==> config.mk <==
export PLATFORM = sky130hd
export DESIGN_NAME = subsys_power_seq_flat
export DESIGN_NICKNAME = d
export VERILOG_FILES = /design/src/rtl/subsys_power_seq_if.sv /design/src/rtl/subsys_power_seq.sv /design/src/flat_wrapper.sv
export SDC_FILE = /design/constraint.sdc
export NUM_CORES = 1
export LEC_CHECK = 0
export CORE_MARGIN = 2
export CORE_UTILIZATION = 55
export DETAILED_ROUTE_END_ITERATION = 10
export GPL_TIMING_DRIVEN = 0
export PLACE_DENSITY = 0.81
export SETUP_SLACK_MARGIN = 0.2
export SYNTH_ARGS = -nofsm -noshare
export SYNTH_HDL_FRONTEND = slang
export SYNTH_SLANG_ARGS = --single-unit
==> constraint.sdc <==
create_clock -name clk_in -period 2.98 [get_ports clk_in]
set_input_delay 0.745 -clock clk_in [delete_from_list [all_inputs] [get_ports clk_in]]
set_output_delay 0.745 -clock clk_in [all_outputs]
set_load 0.1 [all_outputs]
==> src/rtl/subsys_power_seq_if.sv <==
// Control/status bundle between the PMU register side and the power sequencer.
// The master drives per-domain requests; the slave (sequencer) drives power-gating controls.
interface subsys_power_seq_if #(
  parameter int unsigned N_DOMAINS = 4
) ();
  logic [N_DOMAINS-1:0] enable_power;
  logic [N_DOMAINS-1:0] power_switch_en;
  logic [N_DOMAINS-1:0] iso_en;
  logic [N_DOMAINS-1:0] clk_en;
  logic [N_DOMAINS-1:0] reset_gated_out;
  logic [N_DOMAINS-1:0] power_domain_on;
  logic [N_DOMAINS-1:0] busy;

  modport master (
    output enable_power,
    input  power_switch_en,
    input  iso_en,
    input  clk_en,
    input  reset_gated_out,
    input  power_domain_on,
    input  busy
  );

  modport slave (
    input  enable_power,
    output power_switch_en,
    output iso_en,
    output clk_en,
    output reset_gated_out,
    output power_domain_on,
    output busy
  );
endinterface

==> src/rtl/subsys_power_seq.sv <==
// Multi-domain power sequencer: per-domain FSM orders switch, isolation, clock enable and
// reset on power-up and reverses the order on power-down. All outputs are registered.
module subsys_power_seq #(
  parameter int unsigned N_DOMAINS     = 4,
  parameter int unsigned CNT_W         = 8,
  parameter int unsigned SETTLE_CYCLES = 16,
  parameter int unsigned RST_HOLD      = 4
) (
  input  logic               clk_in,
  input  logic               reset_in,
  subsys_power_seq_if.slave  pwr_if
);

  typedef enum logic [2:0] {
    StOff,
    StPwrUp,
    StIsoRel,
    StClkOn,
    StOn,
    StRstAssert,
    StClkOff,
    StPwrDn
  } state_e;

  // Counters hold "remaining cycles minus one" so a value of 0 means leave on the next edge.
  localparam logic [CNT_W-1:0] SettleLoad = CNT_W'(SETTLE_CYCLES - 1);
  localparam logic [CNT_W-1:0] HoldLoad   = CNT_W'(RST_HOLD - 1);
  localparam logic [CNT_W-1:0] CntOne     = CNT_W'(1);

  state_e               state_q [N_DOMAINS];
  state_e               state_d [N_DOMAINS];
  logic [CNT_W-1:0]     cnt_q   [N_DOMAINS];
  logic [CNT_W-1:0]     cnt_d   [N_DOMAINS];

  logic [N_DOMAINS-1:0] sw_q,   sw_d;
  logic [N_DOMAINS-1:0] iso_q,  iso_d;
  logic [N_DOMAINS-1:0] clk_q,  clk_d;
  logic [N_DOMAINS-1:0] rst_q,  rst_d;
  logic [N_DOMAINS-1:0] on_q,   on_d;
  logic [N_DOMAINS-1:0] busy_q, busy_d;

  always_comb begin
    sw_d   = '0;
    iso_d  = '1;
    clk_d  = '0;
    rst_d  = '1;
    on_d   = '0;
    busy_d = '0;
    for (int i = 0; i < int'(N_DOMAINS); i++) begin
      state_d[i] = state_q[i];
      cnt_d[i]   = cnt_q[i];
      unique case (state_q[i])
        StOff: begin
          if (pwr_if.enable_power[i]) begin
            state_d[i] = StPwrUp;
            cnt_d[i]   = SettleLoad;
          end
        end
        StPwrUp: begin
          if (cnt_q[i] == '0) state_d[i] = StIsoRel;
          else                cnt_d[i]   = cnt_q[i] - CntOne;
        end
        StIsoRel: begin
          state_d[i] = StClkOn;
          cnt_d[i]   = HoldLoad;
        end
        StClkOn: begin
          if (cnt_q[i] == '0) state_d[i] = StOn;
          else                cnt_d[i]   = cnt_q[i] - CntOne;
        end
        StOn: begin
          if (!pwr_if.enable_power[i]) begin
            state_d[i] = StRstAssert;
            cnt_d[i]   = HoldLoad;
          end
        end
        StRstAssert: begin
          if (cnt_q[i] == '0) state_d[i] = StClkOff;
          else                cnt_d[i]   = cnt_q[i] - CntOne;
        end
        StClkOff: begin
          state_d[i] = StPwrDn;
          cnt_d[i]   = SettleLoad;
        end
        StPwrDn: begin
          if (cnt_q[i] == '0) state_d[i] = StOff;
          else                cnt_d[i]   = cnt_q[i] - CntOne;
        end
        default: state_d[i] = StOff;
      endcase

      // Outputs are decoded from the next state so they register alongside the state.
      sw_d[i]   = (state_d[i] != StOff) && (state_d[i] != StPwrDn);
      iso_d[i]  = (state_d[i] == StOff) || (state_d[i] == StPwrUp) || (state_d[i] == StPwrDn);
      clk_d[i]  = (state_d[i] == StClkOn) || (state_d[i] == StOn) ||
                  (state_d[i] == StRstAssert);
      rst_d[i]  = (state_d[i] != StOn);
      on_d[i]   = (state_d[i] == StOn);
      busy_d[i] = (state_d[i] != StOff) && (state_d[i] != StOn);
    end
  end

  always_ff @(posedge clk_in or posedge reset_in) begin
    if (reset_in) begin
      for (int i = 0; i < int'(N_DOMAINS); i++) begin
        state_q[i] <= StOff;
        cnt_q[i]   <= '0;
      end
      sw_q   <= '0;
      iso_q  <= '1;
      clk_q  <= '0;
      rst_q  <= '1;
      on_q   <= '0;
      busy_q <= '0;
    end else begin
      for (int i = 0; i < int'(N_DOMAINS); i++) begin
        state_q[i] <= state_d[i];
        cnt_q[i]   <= cnt_d[i];
      end
      sw_q   <= sw_d;
      iso_q  <= iso_d;
      clk_q  <= clk_d;
      rst_q  <= rst_d;
      on_q   <= on_d;
      busy_q <= busy_d;
    end
  end

  assign pwr_if.power_switch_en = sw_q;
  assign pwr_if.iso_en          = iso_q;
  assign pwr_if.clk_en          = clk_q;
  assign pwr_if.reset_gated_out = rst_q;
  assign pwr_if.power_domain_on = on_q;
  assign pwr_if.busy            = busy_q;

  // Safe-ordering invariants, bitwise across all domains.
  a_iso_needs_sw: assert property (@(posedge clk_in) disable iff (reset_in)
    ((~iso_q & ~sw_q) == '0));
  a_clk_needs_iso_off: assert property (@(posedge clk_in) disable iff (reset_in)
    ((clk_q & iso_q) == '0));
  a_rst_rel_needs_clk: assert property (@(posedge clk_in) disable iff (reset_in)
    ((~rst_q & ~clk_q) == '0));

endmodule

==> src/flat_wrapper.sv <==
// flat-port wrapper written by rule: the top's interface ports become plain ports
module subsys_power_seq_flat 
#(
  parameter int unsigned N_DOMAINS     = 4,
  parameter int unsigned CNT_W         = 8,
  parameter int unsigned SETTLE_CYCLES = 16,
  parameter int unsigned RST_HOLD      = 4
)
  (clk_in, reset_in, pwr_if_enable_power, pwr_if_power_switch_en, pwr_if_iso_en, pwr_if_clk_en, pwr_if_reset_gated_out, pwr_if_power_domain_on, pwr_if_busy);
  subsys_power_seq_if #(.N_DOMAINS(N_DOMAINS)) pwr_if_i ();
  input  logic clk_in;
  input  logic reset_in;
  input wire logic [$bits(pwr_if_i.enable_power)-1:0] pwr_if_enable_power;
  output wire logic [$bits(pwr_if_i.power_switch_en)-1:0] pwr_if_power_switch_en;
  output wire logic [$bits(pwr_if_i.iso_en)-1:0] pwr_if_iso_en;
  output wire logic [$bits(pwr_if_i.clk_en)-1:0] pwr_if_clk_en;
  output wire logic [$bits(pwr_if_i.reset_gated_out)-1:0] pwr_if_reset_gated_out;
  output wire logic [$bits(pwr_if_i.power_domain_on)-1:0] pwr_if_power_domain_on;
  output wire logic [$bits(pwr_if_i.busy)-1:0] pwr_if_busy;
  assign pwr_if_i.enable_power = pwr_if_enable_power;
  assign pwr_if_power_switch_en = pwr_if_i.power_switch_en;
  assign pwr_if_iso_en = pwr_if_i.iso_en;
  assign pwr_if_clk_en = pwr_if_i.clk_en;
  assign pwr_if_reset_gated_out = pwr_if_i.reset_gated_out;
  assign pwr_if_power_domain_on = pwr_if_i.power_domain_on;
  assign pwr_if_busy = pwr_if_i.busy;
  subsys_power_seq #(.N_DOMAINS(N_DOMAINS), .CNT_W(CNT_W), .SETTLE_CYCLES(SETTLE_CYCLES), .RST_HOLD(RST_HOLD)) u_core (.clk_in(clk_in), .reset_in(reset_in), .pwr_if(pwr_if_i));
endmodule
# == Word level (Yosys, flattened, before mapping) ==
# Cells that the tools add are included.
# Widths: inputs -> output; s select.
# totals
regBits,68
latch_bits,0
ramBits,0
mem_bits_ro,0
input_bits,6
output_inout_bits,24
mem_count,0
# op_classes
n_addsub,4
multipliers,0
div_mod_pow,0
n_lt_le_gt_ge,0
n_eq_ne,68
shifts,0
mux,44
bitwise_logic,0
reduce_logical,48
# ops
op,count
$pmux 8 s5,4
$mux 8,12
$pmux 3 s8,4
$eq 3x3->1 const B,28
$mux 3,24
$eq 3x2->1 const B,12
$logic_not 8->1,4
$sub 8x1->8 const B,4
$eq 3x1->1 const B,8
$logic_not 3->1,8
$ne 2x2->1 const B,12
$ne 3x3->1 const B,8
$logic_or 1x1->1,16
$reduce_or 4->1,4
$reduce_and 3->1,4
$reduce_bool 3->1,4
$logic_and 1x1->1,8

# == Logic depth before layout (Yosys ltp) ==
# logic_depth
depth_word,6
depth_mapped,9

# == Worst setup path before layout ==
# OpenSTA, ideal clock, no wires.
# synth_timing
path_kind,input port to flip-flop
from,input port pwr_if_enable_power[1]
to,"register u_core.rst_q[1], in the netlist u_core.pwr_if.reset_gated_out[1]"
setup_time_ps,77
arrival_ps,1768
t_required_ps,2903
slack_ps,1135
path_stages,6
n_path_buf,1
path_cell_list,xor2_1 nor3_1 or2_0 buf_2 inv_2 a21o_1
# synth_lines
item,line,source
"start, declared",flat_wrapper.sv:13,input wire logic [$bits(pwr_if_i.enable_power)-1:0] pwr_if_enable_power;
"end signal, assigned",subsys_power_seq.sv:123,rst_q <= rst_d;
"end, declared",subsys_power_seq.sv:38,"logic [N_DOMAINS-1:0] rst_q, rst_d;"

# == Final worst setup path ==
# layout_timing
from,"register u_core.rst_q[2], in the netlist u_core.pwr_if.reset_gated_out[2]"
to,output port pwr_if_reset_gated_out[2]
# layout_lines
item,line,source
"end, declared",flat_wrapper.sv:17,output wire logic [$bits(pwr_if_i.reset_gated_out)-1:0] pwr_if_reset_gated_out;
# No word-level cell between the ends.

==> results.md <==
- VDD IR max: 669.1 uV
- Mapped Cells: 309
- Critical Path Fanout Max: 1
- GRT Util Overall: 0.2087
- Endpoints failing setup: 0
- Most frequent cells in the layout: dfrtp_1, clkdlybuf4s50_1, inv_1
- GP Congestion: 0.8583
- FP Rows: 28
- Clk slew on worst S/H paths: 0.08 ns
- FF/Latch Area: 1712 um^2
- Vias: 2,457
- Ant diodes: 0
- Clock Sinks: 68
- Final period utilization: 0.9205
- I/O pin cnt: 30
- Die Wd: 81.60 um
- Slew Limit Headroom: 0.3311
- Clk_skew: 0.008310 ns
- Worst Tran Pin Value: 1.000 ns
- Fmax: 364.6 MHz
- CTS H-tree depth: 3
- Die Height: 81.60 um
- Die footprint: 6659 um^2
- Power Density: 1038 nW/um^2
- Critical-path cell list: clkdlybuf4s50_1
- Max Cap Viol: 0
- Post-CTS Repair Setup Buffers: 0
- Drt total wl: 6157 um
- First-pass GRT wire length: 10,780 um
- Maximum root-to-sink buffer count: 2
- Post-cts sizing count: 0
- Multi-input gate area: 1434 um^2
- Slowest cell on crit path: clkdlybuf4s50_1
- RSZ-0062 raised after global routing: no
- LEAKAGE: 1.634 nW
- Top Family by Delay on Critical Path: buffers and inverters
- Post-synth EDFFs: 0
- Hold WC Path Type: flop to flop
- Pin count of the biggest net entering global routing: 44
- Area grow syn2layout: 19.46%
- Slew Viols, Final: 0
- Cell area after layout: 3956 um^2
- Layout Nets: 361
- Clock root buffer: clkbuf_8
- Fill cell count: 440
- Most common cell after layout, fill and taps aside: dfrtp_1
- Area of placed instances: 3716 um^2
- TritonCTS clock tree: done
- Final HPWL DP: 4290 um
- Initial Utilization: 0.5627
- Synthesized area: 3312 um^2
- Initial DRC Count: 104
- CTS Buf Count: 9
- Post-DR vias/cell: 5.714
- Core Box Area: 5886 um^2
- Final hold vios: 0
- Worst path buffer plus inverter count: 1
- CP Data Arrival Time: 2.00 ns
- DRT Pass-1 Iters: 4
- Total congestion overflow: 0
- Top FF cell, synth: dfrtp_1
- Number of antenna violations at the first check in global routing: 0
- Yosys warning count: 0
- Drc violations: 0
- Largest stage delay, worst path: 1.14 ns
- Minimum clock period: 2.743 ns
- Final core utilization: 0.6722
- Register area share after synthesis: 0.5168
- Layout cell share with drive strength beyond 1: 0.1606
- Worst skew pair latency: 0.34 ns
- Cts hold-fix bufs: 0
- #FFs+latches synth: 68
- Syn_area_per_cell: 10.72 um^2
- Input/output buffers: 29
- Wirelength per Cell: 14.32 um
- Synth cell types: 62
- WS Path Type: flop to output pin
- Setup crit end kind: output pin
- Share of flip-flops with an asynchronous set or reset: 1.000
- Number of global-route vias before repair: 2,440
- Required @ worst endpoint: 2.24 ns
- Net Count, Synth: 320
- Antenna Nets Post-Route: 0
- Worst setup SP type: flop
- Outcome: completed
==> synthesized netlist by cell type (2+ instances only) <==
master,instances,share of area
or3_1,5,0.0094
dfstp_2,8,0.063
a221oi_1,2,0.0053
a31oi_1,4,0.0076
o31ai_1,4,0.0091
ha_1,5,0.019
o21ai_1,4,0.0060
nand2b_1,16,0.030
a21boi_1,2,0.0045
mux2i_1,6,0.018
o311ai_0,5,0.013
nand3b_1,2,0.0045
dfrtp_1,60,0.45
or2_2,3,0.0057
xor2_1,5,0.013
inv_2,2,0.0023
or2_1,2,0.0038
nor4_1,7,0.013
nor2_1,10,0.011
buf_2,10,0.015
nand3_1,4,0.0060
o31a_1,3,0.0079
o41ai_1,7,0.019
o21a_1,2,0.0045
or4_4,4,0.014
or4_1,7,0.016
nor3_1,15,0.023
nor4_4,2,0.013
o21bai_1,2,0.0045
or3b_2,2,0.0053
inv_1,19,0.022
o22a_1,2,0.0053
a21o_1,5,0.011
a22oi_1,2,0.0045
nand2_1,16,0.018
o21ai_0,13,0.020
xnor2_1,9,0.024
a21oi_1,6,0.0091
clkbuf_1,4,0.0045
==> worst paths after layout <==
kind,cells after the start,from,slack [ns],endpoint
worst min register to register,1,u_core.cnt_q[23]$_DFFE_PP0P_,0.47,u_core.cnt_q[23]$_DFFE_PP0P_
max in group asynchronous,3,reset_in,1.36,u_core.pwr_if.iso_en[2]$_DFF_PP1_
worst max-delay path,1,u_core.pwr_if.reset_gated_out[2]$_DFF_PP1_,0.24,pwr_if_reset_gated_out[2]
worst min-delay path,1,u_core.cnt_q[23]$_DFFE_PP0P_,0.47,u_core.cnt_q[23]$_DFFE_PP0P_
min in group asynchronous,2,reset_in,0.91,u_core.cnt_q[23]$_DFFE_PP0P_
worst max register to register,8,u_core.cnt_q[16]$_DFFE_PP0P_,1.01,u_core.cnt_q[18]$_DFFE_PP0P_
==> registers in the layout, summed over array words and instances, names as in the netlist <==
| name | count |
|---|---|
| u_core.pwr_if.clk_en | 4 |
| u_core.pwr_if.iso_en | 4 |
| u_core.pwr_if.power_switch_en | 4 |
| u_core.pwr_if.busy | 4 |
| u_core.pwr_if.power_domain_on | 4 |
| u_core.pwr_if.reset_gated_out | 4 |
| u_core.state_q | 12 |
| u_core.cnt_q | 32 |
==> through the flow <==
stage	total power (W)	instances	hold slack (ns)	TNS, ns	setup WS (ns)
2_1_floorplan	0.002887	309	0.4401	0	0.5367
3_3_place_gp	0.003165	413	0.4592	-33.08	-0.5527
4_1_cts	0.004133	430	0.4805	0	0.2264
6_report	0.004108	430	0.4748	0	0.2369
5_1_grt	0.004376	430	0.5268	0	0.2027
3_5_place_dp	0.003246	414	0.4703	0	0.3943
==> cell families after synthesis <==
group,after synthesis,synth area share
AOI/OAI and AO/OA,72,0.1564
xor gates and xnor gates,15,0.04194
adders and majority gates,5,0.01889
buffers and inverters,38,0.05025
DFF,68,0.5168
muxes,6,0.01813
and+or+nand+nor,105,0.1976
==> layer usage <==
layer / part of all wire / up-vias / wire, um / global-route usage
met4: 0.0058 / 0 / 36 / 0.06000
met2: 0.49 / 56 / 3047 / 0.3500
met5: 0 / - / 0 / 0
met1: 0.45 / 1190 / 2797 / 0.2696
met3: 0.045 / 4 / 276 / 0.05275
li1: - / 1207 / - / -
==> report_power, final <==
part | switching (W) | total [W] | internal [W]
Sequential | 0.000251 | 0.00152 | 0.00127
Clock | 0.000343 | 0.000880 | 0.000537
Combinational | 0.00107 | 0.00171 | 0.000636
==> cell type report <==
type                            instances  share of cell area
Buffer                                 16             0.02119
Clock buffer                           12             0.04175
Clock inverter                          4             0.01771
Inverter                               22             0.02087
Multi-Input combinational cell        203              0.3624
Sequential cell                        68              0.4326
Tap cell                               75             0.02372
Timing Repair Buffer                   30             0.07970
Note: power is estimated with default switching activity, not from simulation.
==> edit 1: new RTL, same flow settings <==
Make the reset (`reset_in`) synchronous in one clocked block.
--- a/src/rtl/subsys_power_seq.sv
+++ b/src/rtl/subsys_power_seq.sv
@@ -100,7 +100,7 @@
     end
   end
 
-  always_ff @(posedge clk_in or posedge reset_in) begin
+  always_ff @(posedge clk_in) begin
     if (reset_in) begin
       for (int i = 0; i < int'(N_DOMAINS); i++) begin
         state_q[i] <= StOff;
Formal check against the unedited RTL: differs if reset_in is asserted again (counterexample within 4 cycles, from zero or initial values and one cycle with reset_in high); with reset_in held inactive, the same outputs for 10 cycles.
==> edit 1 against the original RTL <==
Non-clock buffer count increased by 8; clock skew about the same; power decreased by 28%; highest routed layer unchanged; worst setup slack improved by 0.19 ns; final cell count increased by 14%; core utilization decreased by 1.6 points; largest power group is now sequential cells; global-route usage increased by 2.6 points; design area decreased by 3.5%; synthesized area decreased by 1.8%; critical path depth unchanged; die area decreased by 1.7%; sequential cell count unchanged; wire length increased by 14%; maximum frequency increased by 7.6%.
==> edit 1: results (changes against the original RTL) <==
- Reg-to-reg endpoint: u_core.pwr_if.reset_gated_out[2] (was u_core.cnt_q[18])
- NetSw: 1120 uW (was 1670 uW)
- Hold Path Stages: 2 (was 1)
- First-pass GRT wire length: 11900 um (was 10800 um)
- Status: complete, no violations (unchanged)
- Crit Reg-Reg Startpoint: u_core.cnt_q[2][0] (was u_core.cnt_q[16])
- Clock skew: 0.00849 ns (was 0.00831 ns)
- Worst Hold End: u_core.cnt_q[2][6] (was u_core.cnt_q[23])
- Static leakage: 0.00147 uW (was 0.00163 uW)
- Crit path DAT: 1.81 ns (was 2.00 ns)
- Nets: 424 (was 361)
- Min Hold Slack: 0.483 ns (was 0.475 ns)
- Period utilization: 0.856 (was 0.920)
- Met3 WL: 377 um (was 276 um)
- Clk network pwr share: 0.254 (was 0.214)
- Initial DRC Count: 128 (was 104)
- Placed insts: 477 (was 414)
- Pin count of the biggest net entering global routing: 11 (was 44)
- Reg2Reg Setup Slack: 0.94 ns (was 1.01 ns)
- Cell-internal power: 1840 uW (was 2440 uW)
- Worst Hold Launch: u_core.cnt_q[2][6] (was u_core.cnt_q[23])
- Filler Cell Count: 502 (was 440)
- Maximum vdd drop: 0.386 mV (was 0.669 mV)
- Register area share after synthesis: 0.418 (was 0.517)
- Hpwl dp: 4880 um (was 4290 um)
- Share of synthesized registers carrying an async set or reset: 0 (was 1.00)
- Combinational gate power: 1050 uW (was 1710 uW)
- Synth Flop Type: dfxtp_1 (was dfrtp_1)
- Met1 Routed Length: 3160 um (was 2800 um)
- Top cells by area, synth: dfxtp_1, a21oi_1, nor2_1 (was dfrtp_1, dfstp_2, nand2b_1)
- GRT met2 Usage: 0.389 (was 0.350)
- CP Max Fanout: 1 (unchanged)
- Share of layout cells above drive strength 1: 0.0962 (was 0.161)
- WL final: 7040 um (was 6160 um)
- M1 GR Usage: 0.289 (was 0.270)
- H-tree levels: 3 (unchanged)
- Met2 WL: 3370 um (was 3050 um)
- Vias: 2840 (was 2457)
- Avg Vias per Cell: 5.78 (was 5.71)
- RD Place Congestion: 0.872 (was 0.858)
- Area delta synth->final: 17.3% (was 19.5%)
- GRT Resource Usage Total: 0.235 (was 0.209)
- IO Port Bufs: 28 (was 29)
- Cells after Synth: 374 (was 309)
- Syn_nets: 385 (was 320)
- Number of global-route vias before repair: 2666 (was 2440)
- CP startpoint: u_core.pwr_if.clk_en[2] (was u_core.pwr_if.reset_gated_out[2])
- Synth top cells by count: dfxtp_1, a21oi_1, nor2_1, nand2_1, inv_1 (was dfrtp_1, inv_1, nand2_1, nand2b_1, nor3_1)
- Place WS: 0.550 ns (was 0.394 ns)
- GR Util met3: 0.0511 (was 0.0527)
-- edit 1: cell types whose count changed after synthesis, moves of 12 or more --
| cell | change |
|---|---|
| a21oi_1 | +31 |
| dfrtp_1 | -60 |
| dfxtp_1 | +68 |
| nand3_1 | +12 |
| nor2_1 | +16 |
-- edit 1: cell families (layout without fill, tap and decap cells) --
group / after synthesis / count (layout) / synth area share
flip-flops: 68 / 68 / 0.418
AO/OA/AOI/OAI: 98 / 98 / 0.197
buffers and inverters: 43 / 85 / 0.0592
XOR/XNOR: 12 / 12 / 0.0346
adder cells (fa/ha/maj): 5 / 5 / 0.0192
multiplexers: 7 / 7 / 0.0215
AND/OR/NAND/NOR: 141 / 141 / 0.250
-- edit 1: area by class of cell --
cell class              instances  area [sq um]  share of cell area
repair buffers                 28           280              0.0734
clock inverters                 2          35.0             0.00918
plain buffers                  26           129              0.0338
flip-flops and latches         68          1360               0.357
multi-input cells             263          1700               0.445
well taps                      75          93.8              0.0246
inverters                      17          63.8              0.0167
clock buffers                  12           155              0.0406
==> edit 2: new RTL, same settings <==
Made on the original files. `CNT_W` is set to 8 in 2 places; all go to 7.
--- a/src/rtl/subsys_power_seq.sv
+++ b/src/rtl/subsys_power_seq.sv
@@ -2,7 +2,7 @@
 // reset on power-up and reverses the order on power-down. All outputs are registered.
 module subsys_power_seq #(
   parameter int unsigned N_DOMAINS     = 4,
-  parameter int unsigned CNT_W         = 8,
+  parameter int unsigned CNT_W         = 7,
   parameter int unsigned SETTLE_CYCLES = 16,
   parameter int unsigned RST_HOLD      = 4
 ) (
--- a/src/flat_wrapper.sv
+++ b/src/flat_wrapper.sv
@@ -2,7 +2,7 @@
 module subsys_power_seq_flat 
 #(
   parameter int unsigned N_DOMAINS     = 4,
-  parameter int unsigned CNT_W         = 8,
+  parameter int unsigned CNT_W         = 7,
   parameter int unsigned SETTLE_CYCLES = 16,
   parameter int unsigned RST_HOLD      = 4
 )
Check against the original RTL: no difference found for any inputs over 10 cycles, from zero or initial values and one cycle with reset_in high; that may be too few to reach the edited logic, so the function may still have changed.
==> edit 2 against the original RTL <==
Die area is 8.3% lower; sequential cell count is 4 lower; wire length is 13% lower; design area is 8.8% lower; worst hold slack better by 0.050 ns; worst setup slack better by 0.013 ns; synthesized area is 8.8% lower; clock power is 19% lower; sequential power is 8% lower; final cell count is 7.7% lower; power is 3.5% lower; highest routed layer unchanged.
==> edit 2: results (changes against the original RTL) <==
- Number of global-route vias before repair: 2167 (was 2440)
- Seq cells: 64 (was 68)
- Worst Hold Launch: u_core.cnt_q[0] (was u_core.cnt_q[23])
- Synth top cells by count: dfrtp_1, nand2_1, inv_1, o21ai_0 (was dfrtp_1, inv_1, nand2_1, nand2b_1, nor3_1)
- Fraction of the mapped netlist area in adder cells: 0.0166 (was 0.0189)
- Status: complete, no violations (unchanged)
- Mux contribution to synthesized area: 0.0145 (was 0.0181)
- Area share of the largest cell type after synthesis: 0.464 (was 0.453)
- Met1 Routed Length: 2410 um (was 2800 um)
- Share of layout cells above drive strength 1: 0.138 (was 0.161)
- Min Hold Slack: 0.525 ns (was 0.475 ns)
- Clock skew: 0.00811 ns (was 0.00831 ns)
- M1 GR Usage: 0.238 (was 0.270)
- Reg2Reg Setup Slack: 0.93 ns (was 1.01 ns)
- Reg-to-reg endpoint: u_core.cnt_q[8] (was u_core.cnt_q[18])
- CP startpoint: u_core.pwr_if.iso_en[3] (was u_core.pwr_if.reset_gated_out[2])
- Avg Vias per Cell: 5.65 (was 5.71)
- GRT Resource Usage Total: 0.197 (was 0.209)
- Min Tclk post-route: 2.73 ns (was 2.74 ns)
- Post-synth cell types: 53 (was 62)
- Compound-Gate Fraction of Synth Area: 0.169 (was 0.156)
- GRT met2 Usage: 0.324 (was 0.350)
- Clock-cell share: 0.0520 (was 0.0595)
- First-pass GRT wire length: 9480 um (was 10800 um)
- Worst Hold End: u_core.cnt_q[0] (was u_core.cnt_q[23])
[edit 2: changes by cell type in the layout (fill, tap and decap cells not counted), sizes merged, moves of 5 or more]
cell / delta
clkbuf: +5
nand2b: -7
or4: -9
buf: -7
mux2i: -5
a21oi: +7
or2: -5
nor3: -6
[edit 2: stage by stage]
step | power, uW | instances | setup TNS [ns] | util
CTS | 3980 | 397 | 0 | 0.693
finish | 3970 | 397 | 0 | 0.693
global placement | 3200 | 380 | -18.98 | 0.653
detailed placement | 3260 | 381 | 0 | 0.657
global route | 4240 | 397 | 0 | 0.693
floorplan | 2880 | 281 | 0 | -
[edit 2: report_power, final]
group | internal, uW | switching (uW)
combinational | 657 | 1200
clock | 382 | 333
sequential | 1190 | 211
total | 2230 | 1740
[edit 2: kinds of logic (layout without fill, tap and decap cells)]
group | after synthesis | after routing
xor gates and xnor gates | 17 | 17
DFF | 64 | 64
buffers and inverters | 33 | 79
and+or+nand+nor | 85 | 85
muxes | 4 | 4
adders and majority gates | 4 | 4
AOI/OAI and AO/OA | 74 | 74
